<file path="src/rtl/read_arbiter_pkg.sv">
// Shared types for the copperv read arbiter: FSM state encoding and requester IDs.
package copperv_pkg;

    typedef enum logic [1:0] {
        IDLE = 2'd0,
        ADDR = 2'd1,
        DATA = 2'd2
    } state_t;

    localparam logic REQ_I = 1'b0;
    localparam logic REQ_D = 1'b1;

endpackage

</file>
<file path="src/rtl/read_arbiter_if.sv">
// One read channel: address valid/ready plus data valid/ready.
// The master drives the address and accepts the data; the slave does the opposite.
interface read_arbiter_if #(
    parameter int bus_width = 32
);
    logic                 raddr_valid;
    logic [bus_width-1:0] raddr;
    logic                 raddr_ready;
    logic                 rdata_valid;
    logic [bus_width-1:0] rdata;
    logic                 rdata_ready;

    modport master (
        output raddr_valid, raddr, rdata_ready,
        input  raddr_ready, rdata_valid, rdata
    );

    modport slave (
        input  raddr_valid, raddr, rdata_ready,
        output raddr_ready, rdata_valid, rdata
    );
endinterface

</file>
<file path="src/rtl/read_arbiter_rr.sv">
// Combinational 2-way grant, one-hot, indexed by requester ID.
// READ_ARB_DATA_PRIO_EN selects fixed data-first priority instead of round-robin.
module rr_arbiter_2
    import copperv_pkg::*;
(
    input  logic       i_req_i,
    input  logic       i_req_d,
    input  logic       i_last_grant,
    output logic [1:0] o_grant
);

`ifdef READ_ARB_DATA_PRIO_EN
    logic w_unused_last_grant;
    assign w_unused_last_grant = i_last_grant;
    assign o_grant[REQ_D] = i_req_d;
    assign o_grant[REQ_I] = i_req_i & ~i_req_d;
`else
    // On a tie the requester that was not served last wins.
    assign o_grant[REQ_I] = i_req_i & (~i_req_d | (i_last_grant == REQ_D));
    assign o_grant[REQ_D] = i_req_d & (~i_req_i | (i_last_grant == REQ_I));
`endif

endmodule

</file>
<file path="src/rtl/read_arbiter.sv">
// Shares one memory read port between instruction and data requesters, one read in flight.
// Optional build macro: READ_ARB_DATA_PRIO_EN (data requester always wins ties).
module read_arbiter
    import copperv_pkg::*;
#(
    parameter int bus_width = 32
) (
    input  logic           clk,
    input  logic           rst,
    read_arbiter_if.slave  i_port,
    read_arbiter_if.slave  d_port,
    read_arbiter_if.master m_port
);

    state_t               r_state;
    state_t               w_state_nxt;
    logic                 r_owner;
    logic                 r_last_grant;
    logic [bus_width-1:0] r_addr_q;
    logic [1:0]           w_grant;
    logic                 w_take;

    rr_arbiter_2 u_rr (
        .i_req_i      (i_port.raddr_valid),
        .i_req_d      (d_port.raddr_valid),
        .i_last_grant (r_last_grant),
        .o_grant      (w_grant)
    );

    // NOTE: state registers use non-blocking assignments so every flop samples pre-edge values.
    always_ff @(posedge clk) begin
        if (!rst) begin
            r_state      <= IDLE;
            r_owner      <= REQ_I;
            r_last_grant <= REQ_D;
            r_addr_q     <= '0;
        end else begin
            r_state <= w_state_nxt;
            if (w_take) begin
                r_addr_q     <= w_grant[REQ_D] ? d_port.raddr : i_port.raddr;
                r_owner      <= w_grant[REQ_D] ? REQ_D : REQ_I;
                r_last_grant <= w_grant[REQ_D] ? REQ_D : REQ_I;
            end
        end
    end

    // NOTE: every output gets a default first so no path through the case infers a latch.
    always_comb begin
        w_state_nxt         = r_state;
        w_take              = 1'b0;
        i_port.raddr_ready  = 1'b0;
        d_port.raddr_ready  = 1'b0;
        i_port.rdata_valid  = 1'b0;
        d_port.rdata_valid  = 1'b0;
        i_port.rdata        = m_port.rdata;
        d_port.rdata        = m_port.rdata;
        m_port.raddr_valid  = 1'b0;
        m_port.raddr        = r_addr_q;
        m_port.rdata_ready  = 1'b0;

        // Holding reset gates every handshake so an abandoned transaction cannot complete.
        if (rst) begin
            unique case (r_state)
                IDLE: begin
                    i_port.raddr_ready = w_grant[REQ_I];
                    d_port.raddr_ready = w_grant[REQ_D];
                    if (|w_grant) begin
                        w_take      = 1'b1;
                        w_state_nxt = ADDR;
                    end
                end
                ADDR: begin
                    m_port.raddr_valid = 1'b1;
                    if (m_port.raddr_ready) w_state_nxt = DATA;
                end
                DATA: begin
                    if (r_owner == REQ_D) begin
                        d_port.rdata_valid = m_port.rdata_valid;
                        m_port.rdata_ready = d_port.rdata_ready;
                    end else begin
                        i_port.rdata_valid = m_port.rdata_valid;
                        m_port.rdata_ready = i_port.rdata_ready;
                    end
                    if (m_port.rdata_valid && m_port.rdata_ready) w_state_nxt = IDLE;
                end
                default: w_state_nxt = IDLE;
            endcase
        end
    end

endmodule

</file>
<file path="src/flat_wrapper.sv">
// flat-port wrapper written by rule: the top's interface ports become plain ports
module read_arbiter_flat import copperv_pkg::*;
#(
    parameter int bus_width = 32
)
  (clk, rst, i_port_raddr_valid, i_port_raddr, i_port_rdata_ready, i_port_raddr_ready, i_port_rdata_valid, i_port_rdata, d_port_raddr_valid, d_port_raddr, d_port_rdata_ready, d_port_raddr_ready, d_port_rdata_valid, d_port_rdata, m_port_raddr_valid, m_port_raddr, m_port_rdata_ready, m_port_raddr_ready, m_port_rdata_valid, m_port_rdata);
  read_arbiter_if #(.bus_width(bus_width)) i_port_i ();
  read_arbiter_if #(.bus_width(bus_width)) d_port_i ();
  read_arbiter_if #(.bus_width(bus_width)) m_port_i ();
  input  logic clk;
  input  logic rst;
  input wire logic [$bits(i_port_i.raddr_valid)-1:0] i_port_raddr_valid;
  input wire logic [$bits(i_port_i.raddr)-1:0] i_port_raddr;
  input wire logic [$bits(i_port_i.rdata_ready)-1:0] i_port_rdata_ready;
  output wire logic [$bits(i_port_i.raddr_ready)-1:0] i_port_raddr_ready;
  output wire logic [$bits(i_port_i.rdata_valid)-1:0] i_port_rdata_valid;
  output wire logic [$bits(i_port_i.rdata)-1:0] i_port_rdata;
  input wire logic [$bits(d_port_i.raddr_valid)-1:0] d_port_raddr_valid;
  input wire logic [$bits(d_port_i.raddr)-1:0] d_port_raddr;
  input wire logic [$bits(d_port_i.rdata_ready)-1:0] d_port_rdata_ready;
  output wire logic [$bits(d_port_i.raddr_ready)-1:0] d_port_raddr_ready;
  output wire logic [$bits(d_port_i.rdata_valid)-1:0] d_port_rdata_valid;
  output wire logic [$bits(d_port_i.rdata)-1:0] d_port_rdata;
  output wire logic [$bits(m_port_i.raddr_valid)-1:0] m_port_raddr_valid;
  output wire logic [$bits(m_port_i.raddr)-1:0] m_port_raddr;
  output wire logic [$bits(m_port_i.rdata_ready)-1:0] m_port_rdata_ready;
  input wire logic [$bits(m_port_i.raddr_ready)-1:0] m_port_raddr_ready;
  input wire logic [$bits(m_port_i.rdata_valid)-1:0] m_port_rdata_valid;
  input wire logic [$bits(m_port_i.rdata)-1:0] m_port_rdata;
  assign i_port_i.raddr_valid = i_port_raddr_valid;
  assign i_port_i.raddr = i_port_raddr;
  assign i_port_i.rdata_ready = i_port_rdata_ready;
  assign i_port_raddr_ready = i_port_i.raddr_ready;
  assign i_port_rdata_valid = i_port_i.rdata_valid;
  assign i_port_rdata = i_port_i.rdata;
  assign d_port_i.raddr_valid = d_port_raddr_valid;
  assign d_port_i.raddr = d_port_raddr;
  assign d_port_i.rdata_ready = d_port_rdata_ready;
  assign d_port_raddr_ready = d_port_i.raddr_ready;
  assign d_port_rdata_valid = d_port_i.rdata_valid;
  assign d_port_rdata = d_port_i.rdata;
  assign m_port_raddr_valid = m_port_i.raddr_valid;
  assign m_port_raddr = m_port_i.raddr;
  assign m_port_rdata_ready = m_port_i.rdata_ready;
  assign m_port_i.raddr_ready = m_port_raddr_ready;
  assign m_port_i.rdata_valid = m_port_rdata_valid;
  assign m_port_i.rdata = m_port_rdata;
  read_arbiter #(.bus_width(bus_width)) u_core (.clk(clk), .rst(rst), .i_port(i_port_i), .d_port(d_port_i), .m_port(m_port_i));
endmodule
</file>
<file path="config.mk">
export PLATFORM = sky130hd
export DESIGN_NAME = read_arbiter_flat
export DESIGN_NICKNAME = d
export VERILOG_FILES = /design/src/rtl/read_arbiter_pkg.sv /design/src/rtl/read_arbiter_if.sv /design/src/rtl/read_arbiter_rr.sv /design/src/rtl/read_arbiter.sv /design/src/flat_wrapper.sv
export SDC_FILE = /design/constraint.sdc
export NUM_CORES = 1
export LEC_CHECK = 0
export BUFFER_PORTS_ARGS = -buffer_cell sky130_fd_sc_hd__clkbuf_2
export CORE_MARGIN = 3
export CORE_UTILIZATION = 35
export CTS_BUF_LIST = sky130_fd_sc_hd__clkbuf_16
export CTS_CLUSTER_DIAMETER = 80
export DETAILED_ROUTE_END_ITERATION = 16
export PLACE_DENSITY = 0.78
export SETUP_SLACK_MARGIN = 0.4
export SLEW_MARGIN = 20
export SYNTH_ARGS = -nofsm -noshare
export SYNTH_HDL_FRONTEND = slang
export SYNTH_SLANG_ARGS = --single-unit
</file>
<file path="constraint.sdc">
create_clock -name clk -period 1.27 [get_ports clk]
set_input_delay 0.0635 -clock clk [delete_from_list [all_inputs] [get_ports clk]]
set_output_delay 0.0635 -clock clk [all_outputs]
set_load 0.01 [all_outputs]
</file>
==> impl_results.md, run 1 <==
- Outcome: finished with violations
- Failing checks: setup timing
- CP Class: reg2reg
- Worst-margin pin slew: approximately 280 ps
- Post-route cell area: just over 3000 sq um
- Starting DRC count in detailed routing: 58
- Hold depth: 2
- Slew HR: 0.815
- YS warnings: 0
- Hold buffers post-CTS: 0
- Hold Crit Endpoint: u_core.r_state[0]
- CP peak stage delay: 340 ps
- Share of the synthesized area in the top cell type: 0.300
- Top cells by count, synth: 67 x nand2_1, 64 x buf_4, 36 x dfxtp_1
- Count of nets after finishing: 447
- Largest net degree at the start of global routing: 18
- WL/cell: around 16 microns
- CTS Sinks: 36
- Post-layout util: 0.475
- Clock Pin Slew Worst Setup and Hold Paths: 60 ps
- Hold path start: m_port_raddr_ready
- Final Cycle Share: 1.07
- Final slew viol count: 0
- Row cnt: 29
- P per Cell Area: about 1200 nW/um^2
- DP Cell Count: ~400
- Fill cells: about 640
- Placed inst area: about 2600 sq um
- GPL Wtd Cong: about 0.77
- Most numerous cell in the Yosys netlist: nand2_1
- Root Buffer: clkbuf_16
- # setup viols final: 35
- Antenna viol nets, final: 0
- Top FF cell, synth: dfxtp_1
- Min Tclk post-route: ~1400 ps
- RSZ-0062 raised after global routing: yes
- Final setup margin: -89.8 ps
- Syn Inst Count: 280
- Vias per inst: between 5 and 6
- Post-synthesis register bit count: 36
- Clock Latency Late Sink: 280 ps
- Reg2Reg Capture Point: u_core.m_port.raddr[15]
- Synth async-reset ratio: 0
- Reg2Reg Depth: 5
- Num CTS Buffers: 5
- Worst path cell trace: nor3b_4 -> buf_4 -> and2_4 -> clkbuf_16 -> a311oi_2
- Initial antenna violation count: 0
- Total gr overflow: 0
- Critical-path maximum fanout: 8
- Setup Skew: roughly 4.4 ps
- Core Area: between 6000 and 7000 sq um
- Max clock buf depth: 2
- DP HPWL: ~4900 microns
- P&R area growth vs syn: 28.3%
- DRC: 0
- Synth cell types: 32
- Final Hold Viols: 0
- Die Footprint: 7900 sq um
- Crit. End Element: flop
- CTS H-tree depth: 2
- Post-synth EDFFs: 0
- Max Cap Viol: 0
- Reg-to-reg critical path startpoint: u_core.r_state[1]
- R2r setup slk: -90 ps
- Post-Syn Nets: approximately 380
- CP arrival: about 1500 ps
- Sequential share of the synthesized area: 0.300
- TritonCTS clock tree: done
- Die width: just under 90 microns
- VDD IR max: between 0.4 and 0.5 mV
- Starting Density: 0.370
- Fmax: 735 MHz
- Vias in the first global route: between 2000 and 2500
- Die Y: 88.9 microns
- HP Class: in2reg
- Leakage power: between 0.001 and 0.0015 uW
- Layout cells sized above 1: 0.578
- Ant diodes: 0
- Input/output buffers: approximately 110
- Vias: approximately 2200
- Final Non-Filler Cells: roughly 420
- Cell taking the most area after synthesis: dfxtp_1
- WL final: between 6000 and 7000 microns
- I/O pins: between 200 and 250
- Global router's overall resource usage: 0.159
- Synth Area per Inst: 8.59 sq um
- CP max-delay cell: dfxtp_2
- CP startpoint kind: flop
- Cell area after synthesis: approximately 2400 sq um
- First-pass DRT Iterations: 4
- Total power: about 3700 uW
- Top cells by area, synth: dfxtp_1 30%, buf_4 20%, a311oi_2 19%
- Worst Path Required: ~1400 ps
- First-pass GRT wire length: about 10000 microns
## layout by cell type, fill, tap and decap left out, types with 2 or more instances in the layout
cell	Yosys	layout
buf_4	64	16
dfxtp_4	0	2
clkbuf_2	0	104
nor3b_4	1	2
nor2_1	3	3
nand2_1	67	67
a21oi_1	33	32
buf_12	0	6
a311oi_1	2	2
clkbuf_16	0	6
nor3b_2	0	2
dfxtp_1	36	32
dfxtp_2	0	2
buf_6	5	9
inv_1	1	2
a311oi_2	30	30
buf_2	10	5
## critical path: cells and delay by family, from the launching register on
kind                   cells  cell delay, ps
and+or+nand+nor            2             470
DFF                        1             340
buffers and inverters      2             340
AOI/OAI and AO/OA          1              80
## sequential cells by signal, indices dropped and copies added, names as in the netlist
register and flops:
u_core.m_port.raddr 32, u_core.r_state 2, u_core.r_last_grant 1, u_core.r_owner 1
## how the worst max path moves through the flow
stage                                    endpoint               from  cells past startpoint  slack [ps]
after floorplan           u_core.m_port.raddr[10]  u_core.r_state[1]                      6         -70
after global placement    u_core.m_port.raddr[27]  u_core.r_state[1]                      4          30
after detailed placement  u_core.m_port.raddr[24]  u_core.r_state[1]                      4         -80
after CTS                  u_core.m_port.raddr[0]  u_core.r_state[0]                      5         -70
after global routing           i_port_raddr_ready  u_core.r_state[1]                      4        -160
final                     u_core.m_port.raddr[15]  u_core.r_state[1]                      5         -90
## per-stage QoR
| stage | setup TNS, ps | hold WS [ps] | setup slack [ps] |
|---|---|---|---|
| finish | -2180 | 8.96 | -89.8 |
| global route | -4630 | 18.3 | -161 |
| CTS | -1160 | 10.1 | -70.9 |
| detailed placement | -395 | 127 | -79.1 |
| global placement | 0 | 127 | 25.3 |
| floorplan | -2040 | 152 | -71.0 |
## cells by family after synthesis
group,Yosys count,synth area share
buffers and inverters,88,0.258
and+or+nand+nor,84,0.154
AOI/OAI and AO/OA,71,0.284
DFF,36,0.300
muxes,1,0.00416
## timing repair
action / CTS / global route
gates resized for setup: 22 / 14
setup endpoints to repair: 43 / 42
gates cloned: 1 / 1
pin swaps: 5 / 3
buffers inserted: 9 / 6
## cell type report
class	instances	area [sq um]	share of cell area
inverter	2	7.51	0.00243
multi-input combinational	156	1150	0.372
sequential	36	731	0.237
timing repair buffer	142	940	0.304
clock buffer	5	125	0.0405
clock inverter	3	38.8	0.0126
tap	77	96.3	0.0312
## routing by layer
layer / track usage / vias up / wire length [microns]
li1: - / 1039 / -
met4: 0.0549 / 0 / 129
met2: 0.286 / 103 / 3520
met1: 0.180 / 1016 / 2560
met5: 0 / - / 0
met3: 0.0452 / 17 / 519
## power by group
part / internal, uW / switching (uW)
clock: 914 / 451
combinational: 530 / 523
sequential: 1240 / 68.6
No activity file was read; power rests on OpenSTA's default activity.
==> run 2: changes to the inputs <==
--- a/config.mk
+++ b/config.mk
@@ -7,13 +7,15 @@
 export LEC_CHECK = 0
 export BUFFER_PORTS_ARGS = -buffer_cell sky130_fd_sc_hd__clkbuf_2
 export CORE_MARGIN = 3
-export CORE_UTILIZATION = 35
+export CORE_UTILIZATION = 34
 export CTS_BUF_LIST = sky130_fd_sc_hd__clkbuf_16
 export CTS_CLUSTER_DIAMETER = 80
 export DETAILED_ROUTE_END_ITERATION = 16
-export PLACE_DENSITY = 0.78
+export GPL_ROUTABILITY_DRIVEN = 0
+export PLACE_DENSITY = 0.77
 export SETUP_SLACK_MARGIN = 0.4
 export SLEW_MARGIN = 20
 export SYNTH_ARGS = -nofsm -noshare
 export SYNTH_HDL_FRONTEND = slang
+export SYNTH_HIERARCHICAL = 1
 export SYNTH_SLANG_ARGS = --single-unit
==> run 2 against run 1 <==
  * The run still ends with setup timing left
  * Worst setup slack got worse by 65 ps
  * Clock power hardly changed
  * First-iteration DRC count rose by 29%
  * Non-clock buffer count down 12
  * Sequential share of layout area increased by 1.8 points
  * Critical path depth unchanged
  * Critical path type unchanged
  * Critical endpoint is now u_core/m_port.raddr[10]
  * Synthesized area fell by 5.0%
==> impl_results.md, run 2 <==
- Die Y: 88.0 microns (was 88.9 microns)
- Count of nets after finishing: 403 (was 447)
- Global router's overall resource usage: 0.155 (was 0.159)
- Max Cap Viol: 0 (unchanged)
- Switching share of power: 0.277 (was 0.280)
- CP startpoint kind: flop (unchanged)
- Total power: 3850 uW (was 3730 uW)
- DRC: 0 (unchanged)
- Post-Syn Nets: 347 (was 384)
- Comb pwr share: 0.288 (was 0.282)
- Setup Skew: 4.22 ps (was 4.42 ps)
- First-pass GRT wire length: 9300 microns (was 9930 microns)
- Cell area after synthesis: 2280 sq um (was 2410 sq um)
- Final Cycle Share: 1.12 (was 1.07)
- Crit. End Element: flop (unchanged)
- Num CTS Buffers: 5 (unchanged)
- Leakage power: 0.00165 uW (was 0.00139 uW)
- Ant diodes: 0 (unchanged)
- Fill cells: 630 (was 641)
- VDD IR max: 0.646 mV (was 0.472 mV)
- Clock power frac: 0.350 (was 0.366)
- Antenna viol nets, final: 0 (unchanged)
- Fmax: 702 MHz (was 735 MHz)
- Starting Density: 0.356 (was 0.370)
- CTS Sinks: 36 (unchanged)
- Row cnt: 29 (unchanged)
- Max reg flops: 32 (unchanged)
- Final setup margin: -155 ps (was -89.8 ps)
- Clock Latency Late Sink: 270 ps (was 280 ps)
- DP HPWL: 4690 microns (was 4900 microns)
- YS warnings: 6 (was 0)
- Top cells by area, synth: dfxtp_1 32%, buf_4 21%, mux2i_1 14% (was dfxtp_1 30%, buf_4 20%, a311oi_2 19%)
- Top FF cell, synth: dfxtp_1 (unchanged)
- CP peak stage delay: 370 ps (was 340 ps)
- Worst-margin pin slew: 205 ps (was 278 ps)
- Final slew viol count: 0 (unchanged)
- Crit path buf inv count: 1 (was 2)
- Share of the synthesized area in the top cell type: 0.315 (was 0.300)
- Area of all sequential standard cells: 728 sq um (was 731 sq um)
- Worst Path Required: 1430 ps (was 1420 ps)
- Worst path cell trace: a21boi_4 -> buf_4 -> or2_4 -> and2_4 -> o211a_1 (was nor3b_4 -> buf_4 -> and2_4 -> clkbuf_16 -> a311oi_2)
- Initial antenna violation count: 0 (unchanged)
- CP top delay family: simple AND/OR/NAND/NOR gates (unchanged)
- Synth Area per Inst: 9.40 sq um (was 8.59 sq um)
- P&R area growth vs syn: 25.4% (was 28.3%)
- Vias per inst: 5.04 (was 5.17)
- Final Hold Viols: 0 (unchanged)
- Synth cell types: 24 (was 32)
- Worst hold slack: 59.4 ps (was 8.96 ps)
- Syn Inst Count: 243 (was 280)
- Min Tclk post-route: 1420 ps (was 1360 ps)
- Failing checks: setup timing (unchanged)
- CP max-delay cell: dfxtp_2 (unchanged)
- Total gr overflow: 0 (unchanged)
- Commonest non-fill, non-tap cell in the layout: clkbuf_2 (unchanged)
- Most frequent cells in the layout: 103 x clkbuf_2, 33 x nand3_1, 32 x o211a_1, 32 x dfxtp_1, 27 x mux2i_1 (was 104 x clkbuf_2, 67 x nand2_1, 32 x a21oi_1, 32 x dfxtp_1, 30 x a311oi_2)
- WL/cell: 17.1 microns (was 16.0 microns)
- P per Cell Area: 1340 nW/um^2 (was 1210 nW/um^2)
- Int Power: 2780 uW (was 2690 uW)
- Max clock buf depth: 2 (unchanged)
- Die width: 88.0 microns (was 88.9 microns)
- Most numerous cell in the Yosys netlist: buf_4 (was nand2_1)
- I/O pins: 206 (unchanged)
- Post-synthesis register bit count: 36 (unchanged)
- TritonCTS clock tree: done (unchanged)
- CP arrival: 1590 ps (was 1510 ps)
- WL final: 6430 microns (was 6730 microns)
- Cell taking the most area after synthesis: dfxtp_1 (unchanged)
- Post-layout util: 0.446 (was 0.475)
- Critical-path maximum fanout: 17 (was 8)
- Multi-input logic area: 1050 sq um (was 1150 sq um)
- First-pass DRT Iterations: 4 (unchanged)
- Outcome: finished with violations (unchanged)
- CTS H-tree depth: 2 (unchanged)
- Input/output buffers: 109 (unchanged)
- Die Footprint: 7740 sq um (was 7900 sq um)
- Synth async-reset ratio: 0 (unchanged)
- Core Area: 6420 sq um (was 6490 sq um)
- Switching pwr: 1070 uW (was 1040 uW)
- Vias: 1901 (was 2175)
- # setup viols final: 38 (was 35)
- Clock Pin Slew Worst Setup and Hold Paths: 50 ps (was 60 ps)
- Setup_tns: -4420 ps (was -2180 ps)
- Largest net degree at the start of global routing: 23 (was 18)
- Starting DRC count in detailed routing: 75 (was 58)
- Flop pwr share: 0.362 (was 0.351)
- Vias in the first global route: 1771 (was 2081)
- Root Buffer: clkbuf_16 (unchanged)
- HP Class: in2reg (unchanged)
- Top cells by count, synth: 64 x buf_4, 36 x dfxtp_1, 34 x nand3_1 (was 67 x nand2_1, 64 x buf_4, 36 x dfxtp_1)
- Sequential share of the synthesized area: 0.315 (was 0.300)
- CP Class: reg2reg (unchanged)
- Post-synth EDFFs: 0 (unchanged)
- Layout cells sized above 1: 0.530 (was 0.578)
- RSZ-0062 raised after global routing: yes (unchanged)
- Slew HR: 0.860 (was 0.815)
## run 2: cell types whose count changed after synthesis, sizes merged, moves of 3 or more
| cell | previous run | this run |
|---|---|---|
| a21oi | 33 | 0 |
| nand2 | 67 | 4 |
| nand3 | 1 | 34 |
| mux2i | 1 | 33 |
| o211a | 0 | 32 |
| nor3b | 4 | 1 |
| buf | 80 | 75 |
| a311oi | 32 | 0 |
## run 2: cell type report
class / instances / area share
multi-input combinational: 124 / 0.367
sequential: 36 / 0.254
timing repair buffer: 130 / 0.286
tap: 77 / 0.0336
clock buffer: 5 / 0.0437
inverter: 2 / 0.00262
clock inverter: 3 / 0.0131
## run 2: logic make-up (layout without fill, tap and decap cells)
kind of cell / Yosys count / after routing / share of synthesized area
DFF: 36 / 36 / 0.315
AOI/OAI and AO/OA: 37 / 37 / 0.156
and+or+nand+nor: 52 / 54 / 0.121
buffers and inverters: 85 / 140 / 0.263
muxes: 33 / 33 / 0.145
## run 2: power by group through the flow
stage	Combinational, uW	Sequential [uW]	Clock (uW)
final	1110	1390	1350
after global routing	1210	1420	1440
after CTS	1040	1390	1370
after detailed placement	944	1420	0
after global placement	929	1410	0
after floorplan	741	1470	0
## run 2: final timing paths
path                      startpoint                 endpoint  slack (ps)  cells after the start
max              u_core/r_last_grant  u_core/m_port.raddr[10]        -150                      5
min               m_port_raddr_ready        u_core/r_state[1]          60                      3
max reg2reg      u_core/r_last_grant  u_core/m_port.raddr[10]        -150                      5
min reg2reg  u_core/m_port.raddr[19]  u_core/m_port.raddr[19]         500                      1
## run 2: per-stage QoR
stage / instance area (sq um) / worst slack [ps] / std cells
2_1_floorplan: 2320 / -257 / 243
3_3_place_gp: 2470 / -62.2 / 357
3_5_place_dp: 2470 / -125 / 357
4_1_cts: 2770 / -133 / 373
5_1_grt: 2870 / -214 / 377
6_report: 2870 / -155 / 377
## run 2: timing repair
action | in CTS | in global routing
gates resized for setup | 14 | 21
endpoints found under the setup margin | 42 | 42
hold buffers | 0 | 0
setup buffers | 6 | 2
endpoints found under the hold margin | 0 | 0
pin swaps | 4 | 9
cloned | 2 | 2
## run 2: metal layers
| layer | vias up | part of all wire | global-route usage |
|---|---|---|---|
| met1 | 856 | 0.35 | 0.171 |
| met5 | - | 0 | 0 |
| met3 | 6 | 0.12 | 0.0555 |
| li1 | 908 | - | - |
| met4 | 0 | 0.0098 | 0.0460 |
| met2 | 131 | 0.53 | 0.279 |
## run 2: worst min-delay path, delay by kind of cell
| family | cells | cell delay (ps) |
|---|---|---|
| buf+inv | 1 | 90 |
| compound gates | 1 | 50 |
| simple gates | 1 | 80 |
==> run 3: changes to the inputs <==
--- a/config.mk
+++ b/config.mk
@@ -5,14 +5,15 @@
 export SDC_FILE = /design/constraint.sdc
 export NUM_CORES = 1
 export LEC_CHECK = 0
+export ABC_AREA = 1
 export BUFFER_PORTS_ARGS = -buffer_cell sky130_fd_sc_hd__clkbuf_2
 export CORE_MARGIN = 3
-export CORE_UTILIZATION = 34
+export CORE_UTILIZATION = 36
 export CTS_BUF_LIST = sky130_fd_sc_hd__clkbuf_16
 export CTS_CLUSTER_DIAMETER = 80
 export DETAILED_ROUTE_END_ITERATION = 16
 export GPL_ROUTABILITY_DRIVEN = 0
-export PLACE_DENSITY = 0.77
+export PLACE_DENSITY = 0.75
 export SETUP_SLACK_MARGIN = 0.4
 export SLEW_MARGIN = 20
 export SYNTH_ARGS = -nofsm -noshare
==> run 3 against run 2 <==
  * The flow still finishes with violations (setup timing)
  * Critical path depth rose by 1
  * Clock skew grew 0.88 ps
  * Hold slack got worse by 26 ps
  * Count of clock-buffer cells in the layout did not move
  * Clock power shrank 15%
  * Sequential power down 4%
  * Non-clock buffer count shrank 6
  * Fmax up 9.3%
  * Largest cell class unchanged
==> impl_results.md, run 3 <==
- Outcome: finished with violations (unchanged)
- Failing checks: setup timing (unchanged)
- Synth cell types: 19 (was 24)
- Antenna viol nets, final: 0 (unchanged)
- CP startpoint kind: flop (unchanged)
- CTS H-tree depth: 2 (unchanged)
- Post-route cell area: 3100 sq um (was 2870 sq um)
- DRC: 0 (unchanged)
- Root Buffer: clkbuf_16 (unchanged)
- TritonCTS clock tree: done (unchanged)
- Worst-margin pin slew: 317 ps (was 205 ps)
- Row cnt: 29 (unchanged)
- WL final: 6280 microns (was 6430 microns)
- First-pass DRT Iterations: 4 (unchanged)
- Sequential share of the synthesized area: 0.287 (was 0.315)
- P&R area growth vs syn: 23.5% (was 25.4%)
- Fill cells: 659 (was 630)
- Commonest non-fill, non-tap cell in the layout: nand2_1 (was clkbuf_2)
- Setup Skew: 5.10 ps (was 4.22 ps)
- VDD IR max: 0.481 mV (was 0.646 mV)
- Multi-input logic area: 1120 sq um (was 1050 sq um)
- Final Non-Filler Cells: 559 (was 377)
- CTS Sinks: 36 (unchanged)
- Die width: 89.6 microns (was 88.0 microns)
- Hold buffers post-CTS: 0 (unchanged)
- R2r setup slk: -10 ps (was -150 ps)
- Crit. End Element: output pin (was flop)
- Share of the synthesized area in the top cell type: 0.287 (was 0.315)
- Clock Pin Slew Worst Setup and Hold Paths: 50 ps (about the same)
- Count of nets after finishing: 569 (was 403)
- Synth async-reset ratio: 0 (unchanged)
- Die Footprint: 8020 sq um (was 7740 sq um)
- Area of all sequential standard cells: 731 sq um (was 728 sq um)
- I/O pins: 206 (unchanged)
- Starting Density: 0.383 (was 0.356)
- Vias per inst: 4.18 (was 5.04)
- Top cells by area, synth: dfxtp_1 29%, nand2_1 21%, buf_4 21% (was dfxtp_1 32%, buf_4 21%, mux2i_1 14%)
- Starting DRC count in detailed routing: 57 (was 75)
- Vias in the first global route: 2115 (was 1771)
- CP Class: reg2out (was reg2reg)
- Final Cycle Share: 1.03 (was 1.12)
- Layout cells sized above 1: 0.373 (was 0.530)
- DP HPWL: 4320 microns (was 4690 microns)
- Max reg flops: 32 (unchanged)
- Final setup margin: -33.9 ps (was -155 ps)
- # setup viols final: 9 (was 38)
- Ant diodes: 0 (unchanged)
- Slew HR: 0.788 (was 0.860)
- HP Class: in2reg (unchanged)
- Leakage power: 0.00181 uW (was 0.00165 uW)
- CP arrival: 1240 ps (was 1590 ps)
- Total gr overflow: 0 (unchanged)
- DP Cell Count: 543 (was 357)
- Vias: 2335 (was 1901)
- Input/output buffers: 109 (unchanged)
- Most numerous cell in the Yosys netlist: nand2_1 (was buf_4)
- Cell taking the most area after synthesis: dfxtp_1 (unchanged)
- Top cells by count, synth: 141 x nand2_1, 69 x buf_4, 62 x inv_1 (was 64 x buf_4, 36 x dfxtp_1, 34 x nand3_1)
- Worst Path Required: 1210 ps (was 1430 ps)
- First-pass GRT wire length: 9290 microns (was 9300 microns)
- Num CTS Buffers: 5 (unchanged)
- Critical-path maximum fanout: 3 (was 17)
- Syn Inst Count: 411 (was 243)
- Final Hold Viols: 0 (unchanged)
- Fmax: 767 MHz (was 702 MHz)
- Clock Latency Late Sink: 270 ps (about the same)
- Initial antenna violation count: 0 (unchanged)
- Cell area after synthesis: 2510 sq um (was 2280 sq um)
- Top FF cell, synth: dfxtp_1 (unchanged)
- Max clock buf depth: 2 (unchanged)
- Min Tclk post-route: 1300 ps (was 1420 ps)
- Final slew viol count: 0 (unchanged)
- Placed inst area: 2720 sq um (was 2470 sq um)
- RSZ-0062 raised after global routing: yes (unchanged)
- Post-synth EDFFs: 0 (unchanged)
- Global router's overall resource usage: 0.150 (was 0.155)
- Post-synthesis register bit count: 36 (unchanged)
- Most frequent cells in the layout: 128 x nand2_1, 106 x clkbuf_2, 58 x inv_1, 50 x nor2_1, 32 x dfxtp_1 (was 103 x clkbuf_2, 33 x nand3_1, 32 x o211a_1, 32 x dfxtp_1, 27 x mux2i_1)
- Synth Area per Inst: 6.12 sq um (was 9.40 sq um)
- Post-Syn Nets: 515 (was 347)
- Largest net degree at the start of global routing: 29 (was 23)
- Core Area: 6570 sq um (was 6420 sq um)
- Max Cap Viol: 0 (unchanged)
- YS warnings: 6 (unchanged)
- WL/cell: 11.2 microns (was 17.1 microns)
- P per Cell Area: 1190 nW/um^2 (was 1340 nW/um^2)
- Die Y: 89.6 microns (was 88.0 microns)
-- run 3: worst paths after layout --
path                                              from                      end  depth (start not counted)
worst max-delay path               u_core/r_last_grant       i_port_raddr_ready                          6
worst min-delay path                m_port_raddr_ready        u_core/r_state[1]                          3
worst max register to register     u_core/r_last_grant  u_core/m_port.raddr[13]                          8
worst min register to register  u_core/m_port.raddr[2]   u_core/m_port.raddr[2]                          2
-- run 3: stage by stage --
stage / hold slack (ps) / total power [uW] / utilization / setup slack, ps / setup TNS, ps
floorplan: 176 / 2190 / - / 68.0 / 0
global placement: 127 / 2330 / 0.415 / -22.6 / -51.8
detailed placement: 127 / 2360 / 0.415 / -94.2 / -1300
CTS: 21.2 / 3640 / 0.456 / -44.3 / -107
global route: 50.2 / 3940 / 0.473 / -87.2 / -2140
finish: 33.1 / 3680 / 0.473 / -33.9 / -95.9
-- run 3: logic make-up (layout without fill, tap and decap cells) --
kind of cell	Yosys count	after routing	synth area share
and+or+nand+nor	210	213	0.331
buffers and inverters	142	194	0.332
DFF	36	36	0.287
AOI/OAI and AO/OA	23	23	0.0498
-- run 3: critical path, cell delays in order, from the launching register on --
cell	delay, ps
dfxtp_2	360
inv_2	40
a21oi_2	130
buf_4	150
nand2_4	50
nor2_2	100
clkbuf_2	130
-- run 3: power by group --
group          switching, uW  internal (uW)
Combinational            664            522
Clock                    448            706
Sequential              77.9           1260
-- run 3: timing repair --
item	CTS	global route
gates cloned	3	1
buffers inserted	4	0
pin swaps	24	12
endpoints found under the setup margin	42	43
resized for setup	39	31
-- run 3: area by class of cell --
class / instances / share of cell area
clock inverter: 3 / 0.00363
timing repair buffer: 124 / 0.246
tap: 93 / 0.0375
sequential: 36 / 0.235
clock buffer: 5 / 0.0403
inverter: 62 / 0.0758
multi-input combinational: 236 / 0.361
-- run 3: metal layers --
metal	global-route usage	share of wire	vias to the layer above
met3	0.0442	0.061	26
met4	0.0636	0.021	0
met1	0.170	0.43	991
met5	0	0	-
li1	-	-	1246
met2	0.259	0.49	72
